<file path="src/rtl/uart_tx_piso.sv">
// UART transmit path: frames a parallel byte as start, LSB-first data, optional parity and stop,
// paced by an external baud tick, with a one-entry holding register for back-to-back frames.
module uart_tx_piso #(
    parameter int DATA_WIDTH = 8,
    parameter int PARITY_EN  = 0,
    parameter int PARITY_ODD = 0
) (
    input  logic                  clk,
    input  logic                  reset,
    input  logic [DATA_WIDTH-1:0] data_in,
    input  logic                  load,
    input  logic                  tick,
    output logic                  tx_out,
    output logic                  busy,
    output logic                  ready,
    output logic                  tx_done,
    output logic                  overrun
);
    localparam int   CNT_W   = $clog2(DATA_WIDTH + 1);
    localparam logic PAR_ON  = (PARITY_EN != 0);
    localparam logic PAR_ODD = (PARITY_ODD != 0);

    typedef enum logic [2:0] {
        S_IDLE,
        S_ARMED,
        S_START,
        S_DATA,
        S_PARITY,
        S_STOP
    } state_t;

    state_t                state_q, state_d;
    logic [DATA_WIDTH-1:0] shift_q, shift_d;
    logic [DATA_WIDTH-1:0] hold_q, hold_d;
    logic                  hold_full_q, hold_full_d;
    logic                  par_q, par_d;
    logic [CNT_W-1:0]      bit_cnt_q, bit_cnt_d;
    logic                  tx_q, tx_d;
    logic                  busy_q, busy_d;
    logic                  ready_q, ready_d;
    logic                  done_q, done_d;
    logic                  overrun_q, overrun_d;
    logic                  stop_tick;

    function automatic logic parity_of(input logic [DATA_WIDTH-1:0] b);
        return (^b) ^ PAR_ODD;
    endfunction

    always_comb begin
        state_d     = state_q;
        shift_d     = shift_q;
        hold_d      = hold_q;
        hold_full_d = hold_full_q;
        par_d       = par_q;
        bit_cnt_d   = bit_cnt_q;
        tx_d        = tx_q;
        done_d      = 1'b0;
        overrun_d   = overrun_q;
        stop_tick   = (state_q == S_STOP) && tick;

        // The stop-tick cycle owns the holding register itself (handover below).
        if (load && (state_q != S_IDLE) && !stop_tick) begin
            if (!hold_full_q) begin
                hold_d      = data_in;
                hold_full_d = 1'b1;
            end else begin
                overrun_d = 1'b1;
            end
        end

        case (state_q)
            S_IDLE: begin
                tx_d = 1'b1;
                if (load) begin
                    shift_d = data_in;
                    par_d   = parity_of(data_in);
                    state_d = S_ARMED;
                end
            end
            S_ARMED: begin
                if (tick) begin
                    tx_d    = 1'b0;
                    state_d = S_START;
                end
            end
            S_START: begin
                if (tick) begin
                    tx_d      = shift_q[0];
                    shift_d   = shift_q >> 1;
                    bit_cnt_d = CNT_W'(1);
                    state_d   = S_DATA;
                end
            end
            S_DATA: begin
                if (tick) begin
                    if (bit_cnt_q < CNT_W'(DATA_WIDTH)) begin
                        tx_d      = shift_q[0];
                        shift_d   = shift_q >> 1;
                        bit_cnt_d = bit_cnt_q + CNT_W'(1);
                    end else if (PAR_ON) begin
                        tx_d    = par_q;
                        state_d = S_PARITY;
                    end else begin
                        tx_d    = 1'b1;
                        state_d = S_STOP;
                    end
                end
            end
            S_PARITY: begin
                if (tick) begin
                    tx_d    = 1'b1;
                    state_d = S_STOP;
                end
            end
            S_STOP: begin
                if (tick) begin
                    done_d = 1'b1;
                    if (hold_full_q) begin
                        shift_d = hold_q;
                        par_d   = parity_of(hold_q);
                        tx_d    = 1'b0;
                        state_d = S_START;
                        if (load) begin
                            hold_d = data_in;
                        end else begin
                            hold_full_d = 1'b0;
                        end
                    end else if (load) begin
                        shift_d = data_in;
                        par_d   = parity_of(data_in);
                        tx_d    = 1'b0;
                        state_d = S_START;
                    end else begin
                        tx_d    = 1'b1;
                        state_d = S_IDLE;
                    end
                end
            end
            default: begin
                tx_d    = 1'b1;
                state_d = S_IDLE;
            end
        endcase

        busy_d  = (state_d != S_IDLE);
        ready_d = !hold_full_d;
    end

    always_ff @(posedge clk) begin
        if (!reset) begin
            state_q     <= S_IDLE;
            shift_q     <= '0;
            hold_q      <= '0;
            hold_full_q <= 1'b0;
            par_q       <= 1'b0;
            bit_cnt_q   <= '0;
            tx_q        <= 1'b1;
            busy_q      <= 1'b0;
            ready_q     <= 1'b1;
            done_q      <= 1'b0;
            overrun_q   <= 1'b0;
        end else begin
            state_q     <= state_d;
            shift_q     <= shift_d;
            hold_q      <= hold_d;
            hold_full_q <= hold_full_d;
            par_q       <= par_d;
            bit_cnt_q   <= bit_cnt_d;
            tx_q        <= tx_d;
            busy_q      <= busy_d;
            ready_q     <= ready_d;
            done_q      <= done_d;
            overrun_q   <= overrun_d;
        end
    end

    assign tx_out  = tx_q;
    assign busy    = busy_q;
    assign ready   = ready_q;
    assign tx_done = done_q;
    assign overrun = overrun_q;
endmodule

</file>
<file path="config.mk">
export PLATFORM = sky130hd
export DESIGN_NAME = uart_tx_piso
export DESIGN_NICKNAME = d
export VERILOG_FILES = /design/src/rtl/uart_tx_piso.sv
export SDC_FILE = /design/constraint.sdc
export NUM_CORES = 1
export LEC_CHECK = 0
export CORE_ASPECT_RATIO = 1.4
export CORE_MARGIN = 4
export CORE_UTILIZATION = 45
export DETAILED_ROUTE_END_ITERATION = 12
export PLACE_DENSITY = 0.75
export SKIP_LAST_GASP = 1
export SLEW_MARGIN = 20
export SYNTH_ARGS = -nofsm -noshare
export SYNTH_HDL_FRONTEND = slang
export SYNTH_SLANG_ARGS = --single-unit
</file>
<file path="constraint.sdc">
create_clock -name clk -period 1.6 [get_ports clk]
set_clock_uncertainty 0.1 [all_clocks]
set_input_delay 0.4 -clock clk [delete_from_list [all_inputs] [get_ports clk]]
set_output_delay 0.4 -clock clk [all_outputs]
set_load 0.1 [all_outputs]
</file>
==> results of run 1 <==
==> where the power goes <==
group	leakage, nW	switching [mW]	internal, mW
clock network	0.0542	0.288	0.388
logic	0.513	0.279	0.232
registers	0.239	0.0620	0.785
==> layout by cell type, fill, tap and decap left out, types with 3 or more instances in the layout <==
master / instances
nand2_1: 26
dfxtp_1: 26
buf_4: 21
mux2i_1: 16
a21oi_1: 16
nor3_1: 9
o31ai_1: 9
clkdlybuf4s50_1: 9
nor2_1: 8
a221oi_1: 7
clkbuf_8: 7
buf_12: 7
nand3_1: 4
o21ai_0: 4
nand2b_1: 3
inv_1: 3
==> registers in the layout, indices dropped and copies added, names as in the netlist <==
name,flops
hold_q,8
shift_q,8
bit_cnt_q,4
state_q,3
busy,1
hold_full_q,1
overrun,1
ready,1
tx_done,1
tx_out,1
==> synthesized netlist by cell type, types with 3 or more instances <==
library cell / instances / area, um2
nor3_1: 9 / 45.0
a21oi_1: 16 / 80.1
nand3_1: 4 / 20.0
clkbuf_1: 4 / 15.0
buf_4: 7 / 52.6
nand2_1: 26 / 97.6
buf_2: 4 / 20.0
inv_1: 3 / 11.3
nand2b_1: 3 / 18.8
mux2i_1: 16 / 160
buf_6: 4 / 45.0
a221oi_1: 7 / 61.3
o31ai_1: 9 / 67.6
dfxtp_1: 29 / 581
o21ai_0: 4 / 20.0
nor2_1: 8 / 30.0
==> how the worst max path moves through the flow <==
stage	startpoint	end	slack (ps)	depth (start not counted)
floorplan	load	shift_q[2]	80	6
global placement	tick	shift_q[5]	-440	5
detailed placement	tick	hold_q[1]	-530	5
CTS	state_q[1]	shift_q[2]	80	5
global route	state_q[0]	hold_q[7]	-10	5
finish	state_q[2]	shift_q[2]	90	5
==> per-layer routing <==
metal  share of wire  wire (um)
met1            0.39       1590
met2            0.54       2210
met3           0.045        184
met4           0.022         90
met5               0          0
==> layout make-up <==
| type | count | area [um2] | area share |
|---|---|---|---|
| flip-flops and latches | 29 | 587 | 0.286 |
| inverters | 4 | 17.5 | 0.00854 |
| well taps | 40 | 50.0 | 0.0244 |
| repair buffers | 41 | 422 | 0.206 |
| multi-input cells | 129 | 873 | 0.426 |
| clock inverters | 1 | 5.00 | 0.00244 |
| clock buffers | 7 | 96.3 | 0.0470 |
==> worst register-to-register path, stage by stage, from the launching register on <==
cell	delay, ps
dfxtp_2	450
and4b_1	290
buf_12	160
nor3_1	60
a221oi_1	220
a21oi_1	110
==> through the flow <==
stage / TNS [ps] / hold slack [ps] / util
after detailed placement: -11000 / 357 / 0.564
final: 0 / 367 / 0.607
after floorplan: 0 / 335 / -
after global routing: -13.2 / 388 / 0.607
after CTS: 0 / 364 / 0.603
after global placement: -9580 / 342 / 0.564
==> cell families after synthesis <==
kind of cell | share of synthesized area
muxes | 0.101
buffers and inverters | 0.0945
DFF | 0.365
and+or+nand+nor | 0.180
AOI/OAI and AO/OA | 0.251
adders and majority gates | 0.00787
==> timing repair <==
| action | in CTS | in global routing |
|---|---|---|
| setup endpoints to repair | 22 | 12 |
| gates resized for setup | 7 | 4 |
| pin swaps | 1 | 0 |
| hold buffers | 0 | 0 |
| hold endpoints to repair | 0 | 0 |
| buffers inserted | 2 | 0 |
| cloned | 1 | 0 |
==> impl_metrics.csv, run 1 <==
group,metric,value,unit
global_route,grt_use_met3,0.0526,
die,core_area,3380,um2
sta,setup_viol,0,
placed_design,portBuffers,16,
clock_tree,worst_setup_hold_path_clk_slew,70,ps
drt,ant_nets,0,
worst_setup_path,critPathSlowestCell,"dfxtp_2",
yosys,synthArstFlopShare,0,
worst_setup_path,reg2reg_from,"state_q[2]",
drt,wl_per_cell,16.2,um
pwr,powerDensity,992,nW/um2
global_route,grt_max_degree,29,
sta,post-route-min-period,1510,ps
layout,design_area,2050,um2
yosys,netlist_instances,181,
placed_design,dpl_cell_area,1910,um2
pwr,p_leak,0.806,nW
yosys,ys_ff_latch,29,
placed_design,dp.cells,240,
worst_setup_path,cp-end-kind,"flip-flop",
sta,relSlewSlack,0.733,
worst_setup_path,r2r-end,"shift_q[2]",
placed_design,pre_cts_ws,-527,ps
sta,rsz0062_at_grt,"yes",
pwr,vdd_drop_max,779,uV
layout,finalNonFillerCells,251,
worst_setup_path,path_buf_inv,1,
layout,nets,223,
drt,via_per_inst,5.97,
pwr,power,2.03,mW
clock_tree,numCtsBuffers,5,
sta,slew_violations,0,
placed_design,gp_congestion,0.789,
sta,post-route-period-util,0.942,
run,maxCapViolations,0,
worst_setup_path,cp_max_fo,16,
yosys,synthDistinctLibCells,37,
worst_setup_path,rr_worst_depth,5,
yosys,synth_area,1590,um2
layout,nFillCells,282,
clock_tree,clkLatencyLatePin,290,ps
global_route,grt_use_met1,0.219,
min_path,min_path_type,"flip-flop to flip-flop",
die,dieWidth,58.2,um
worst_setup_path,path_cells,"and4b_1 -> buf_12 -> nor3_1 -> a221oi_1 -> a21oi_1",
yosys,yosysSeqAreaShare,0.365,
die,rows,25,
worst_setup_path,cp.required,1670,ps
yosys,avgSynthCellArea,8.78,um2
clock_tree,clockBufferDepth,2,
global_route,track_usage,0.199,
layout,area_delta_synth_final,29.1,%
drt,drt_iter0_drc,72,
global_route,use_met2,0.342,
worst_setup_path,worst_path_largest_cell_delay,450,ps
global_route,grt-ovfl-total,0,
worst_setup_path,critical_path_class,"flip-flop to flip-flop",
placed_design,hpwlAfterDp,2890,um
drt,vias,1498,
min_path,worst_hold_path.endpoint,"hold_q[6]",
sta,tightest_slew,395,ps
yosys,synth_edf_count,0,
min_path,worstHoldStart,"hold_q[6]",
min_path,min_path_cells,2,
die,initial_core_util,0.470,
layout,drive_gt1_frac,0.242,
global_route,grt_pass1_vias,1486,
clock_tree,clock-root-buffer,"clkbuf_8",
yosys,ys.flop_type,"dfxtp_1",
drt,drt-total-wl,4070,um
worst_setup_path,start_kind,"flip-flop",
global_route,grt-busiest-layer,"met2",
clock_tree,clock-sinks,29,
yosys,yosysWarnings,0,
die,pin_count,17,
worst_setup_path,crit_family,"flip-flops",
sta,max_freq,0.664,GHz
global_route,antenna_found_initial,0,
global_route,grt_pass1_wl,6870,um
die,dieArea,4560,um2
layout,n_antenna_cell,0,
yosys,syn_nets,194,
worst_setup_path,regToRegSetupSlack,90,ps
outcome,status,"finished clean",
sta,layout_setup_ws,93.2,ps
worst_setup_path,crit_arrival,1580,ps
clock_tree,htreeDepth,2,
drt,drc,0,
sta,hold_viol_final,0,
die,die_h,78.3,um
clock_tree,cts_tree,"done",
drt,dr.pass1.iters,4,
(Power assumes the default switching activity.)
==> inputs of run 2 (changes only) <==
--- a/config.mk
+++ b/config.mk
@@ -7,9 +7,9 @@
 export LEC_CHECK = 0
 export CORE_ASPECT_RATIO = 1.4
 export CORE_MARGIN = 4
-export CORE_UTILIZATION = 45
+export CORE_UTILIZATION = 25
 export DETAILED_ROUTE_END_ITERATION = 12
-export PLACE_DENSITY = 0.75
+export PLACE_DENSITY = 0.51
 export SKIP_LAST_GASP = 1
 export SLEW_MARGIN = 20
 export SYNTH_ARGS = -nofsm -noshare
==> constraint.sdc (replaced) <==
create_clock -name clk -period 1.6 [get_ports clk]
set_clock_uncertainty 0.1 [all_clocks]
set_input_delay 0.32 -clock clk [delete_from_list [all_inputs] [get_ports clk]]
set_output_delay 0.32 -clock clk [all_outputs]
set_load 0.1 [all_outputs]
==> run 2 against run 1 <==
Against the previous run:
- sequential power fell by 0.9%
- sequential cell count did not move
- largest power group unchanged
- combinational power rose by 4.9%
- clock power fell by 0.6%
- total power rose by 0.67%
- design area rose by 3.8%
- cell count rose by 15%
- critical path depth rose by 1
==> impl_metrics.csv, run 2 (synthesized netlist as in run 1, its figures left out) <==
group,metric,value,unit
outcome,status,"finished clean",
layout,drive_gt1_frac,0.255,
die,die_h,102,um
die,initial_core_util,0.256,
clock_tree,cts_tree,"done",
sta,tightest_slew,345,ps
die,dieWidth,75.4,um
pwr,seq_power_share,0.410,
worst_setup_path,cp.required,1660,ps
global_route,grt_use_met1,0.126,
sta,slew_violations,0,
global_route,track_usage,0.113,
global_route,grt_use_met3,0.0217,
pwr,vdd_drop_max,276,uV
worst_setup_path,critical_path_class,"flip-flop to flip-flop",
die,dieArea,7710,um2
global_route,antenna_found_initial,0,
sta,max_freq,0.650,GHz
die,rows,34,
layout,finalNonFillerCells,288,
sta,relSlewSlack,0.768,
worst_setup_path,cp_max_fo,12,
die,core_area,6210,um2
layout,n_antenna_cell,0,
worst_setup_path,regToRegSetupSlack,60,ps
clock_tree,htreeDepth,2,
clock_tree,clock-sinks,29,
min_path,worst_hold_path.endpoint,"hold_q[6]",
worst_setup_path,critPathSlowestCell,"dfxtp_1",
clock_tree,worst_setup_hold_path_clk_slew,70,ps
pwr,powerDensity,961,nW/um2
drt,vias,1434,
drt,wl_per_cell,13.8,um
placed_design,portBuffers,16,
clock_tree,clkLatencyLatePin,280,ps
sta,post-route-min-period,1540,ps
clock_tree,cts_hold_buffers,0,
drt,drt-total-wl,3970,um
global_route,use_met2,0.204,
worst_setup_path,path_cells,"buf_12 -> and4b_1 -> buf_4 -> nor3_1 -> a221oi_1 -> a21oi_1",
placed_design,pre_cts_ws,-416,ps
pwr,netSwitchingFraction,0.304,
pwr,p_int,1.43,mW
drt,drt_iter0_drc,85,
sta,post-route-period-util,0.961,
run,maxCapViolations,0,
sta,layout_setup_ws,62.1,ps
pwr,p_comb_frac,0.262,
sta,setup_viol,0,
pwr,p_sw,622,uW
clock_tree,clockBufferDepth,2,
worst_setup_path,reg2reg_from,"state_q[1]",
die,pin_count,17,
pwr,p_leak,0.836,nW
worst_setup_path,worst_path_largest_cell_delay,320,ps
drt,drc,0,
layout,nFillCells,651,
global_route,grt-busiest-layer,"met2",
global_route,grt_pass1_wl,6740,um
worst_setup_path,crit_arrival,1600,ps
drt,ant_nets,0,
global_route,grt-ovfl-total,0,
pwr,clockPowerShare,0.328,
clock_tree,numCtsBuffers,5,
sta,rsz0062_at_grt,"yes",
layout,final_common_cell,"dfxtp_1",
worst_setup_path,start_kind,"flip-flop",
clock_tree,clock-root-buffer,"clkbuf_8",
drt,dr.pass1.iters,4,
sta,hold_viol_final,0,
worst_setup_path,rr_worst_depth,6,
min_path,worstHoldStart,"hold_q[6]",
layout,final_cell_mix,"dfxtp_1 (27), nand2_1 (26), buf_4 (26), mux2i_1 (16), a21oi_1 (16)",
drt,via_per_inst,4.98,
placed_design,dp.cells,279,
worst_setup_path,cp-end-kind,"flip-flop",
sta,fin_hold_ws,361,ps
layout,area_delta_synth_final,34.0,%
layout,reg.largest.list,"hold_q x8, shift_q x8, bit_cnt_q x4",
global_route,grt_max_degree,21,
min_path,min_path_type,"flip-flop to flip-flop",
placed_design,gp_congestion,0.839,
min_path,min_path_cells,2,
placed_design,hpwlAfterDp,2960,um
layout,nets,228,
worst_setup_path,r2r-end,"shift_q[1]",
global_route,grt_pass1_vias,1474,
[run 2: what timing repair did]
item                       4_1_cts  5_1_grt
setup endpoints to repair       18       10
gates cloned                     0        0
pin swaps                        1        0
resized for setup                5        6
setup buffers                    1        0
[run 2: cell type report]
cell class              count  area [um2]  share of cell area
well taps                  72        90.1              0.0423
repair buffers             46         465               0.219
clock buffers               7        96.3              0.0452
multi-input cells         129         870               0.408
clock inverters             1        5.00             0.00235
inverters                   4        17.5             0.00823
flip-flops and latches     29         586               0.275
[run 2: power by group through the flow]
stage                     registers (mW)  clock network, mW  logic [mW]
final                              0.839              0.672       0.536
after global routing               0.848              0.727       0.581
after CTS                          0.839              0.693       0.533
after detailed placement           0.854                  0       0.519
after global placement             0.854                  0       0.516
after floorplan                    0.904                  0       0.282
[run 2: how the worst max path moves through the flow]
stage | to | start | slack [ps] | cells past startpoint
2_1_floorplan | shift_q[0] | state_q[2] | 150 | 6
3_3_place_gp | hold_q[1] | tick | -380 | 5
3_5_place_dp | hold_q[0] | tick | -420 | 5
4_1_cts | shift_q[1] | state_q[1] | 50 | 6
5_1_grt | shift_q[0] | state_q[1] | -20 | 6
6_report | shift_q[1] | state_q[1] | 60 | 6
[run 2: per-layer routing]
metal	share of wire	vias up
met1	0.43	678
met3	0.024	5
met4	0.017	0
met2	0.53	18
li1	-	733
met5	0	-
[run 2: worst max-delay path, delay by kind of cell (launching register included)]
| kind | cells | cell delay [ps] |
|---|---|---|
| and+or+nand+nor | 2 | 330 |
| AOI/OAI and AO/OA | 2 | 340 |
| DFF | 1 | 320 |
| buffers and inverters | 2 | 310 |
[run 2: through the flow]
stage	setup TNS (ps)	total power [mW]	cell area, um2	util
finish	0	2.05	2130	0.343
global route	-47.3	2.15	2130	0.343
CTS	0	2.06	2110	0.340
detailed placement	-8080	1.37	1990	0.320
global placement	-7910	1.37	1990	0.320
floorplan	0	1.19	1590	-
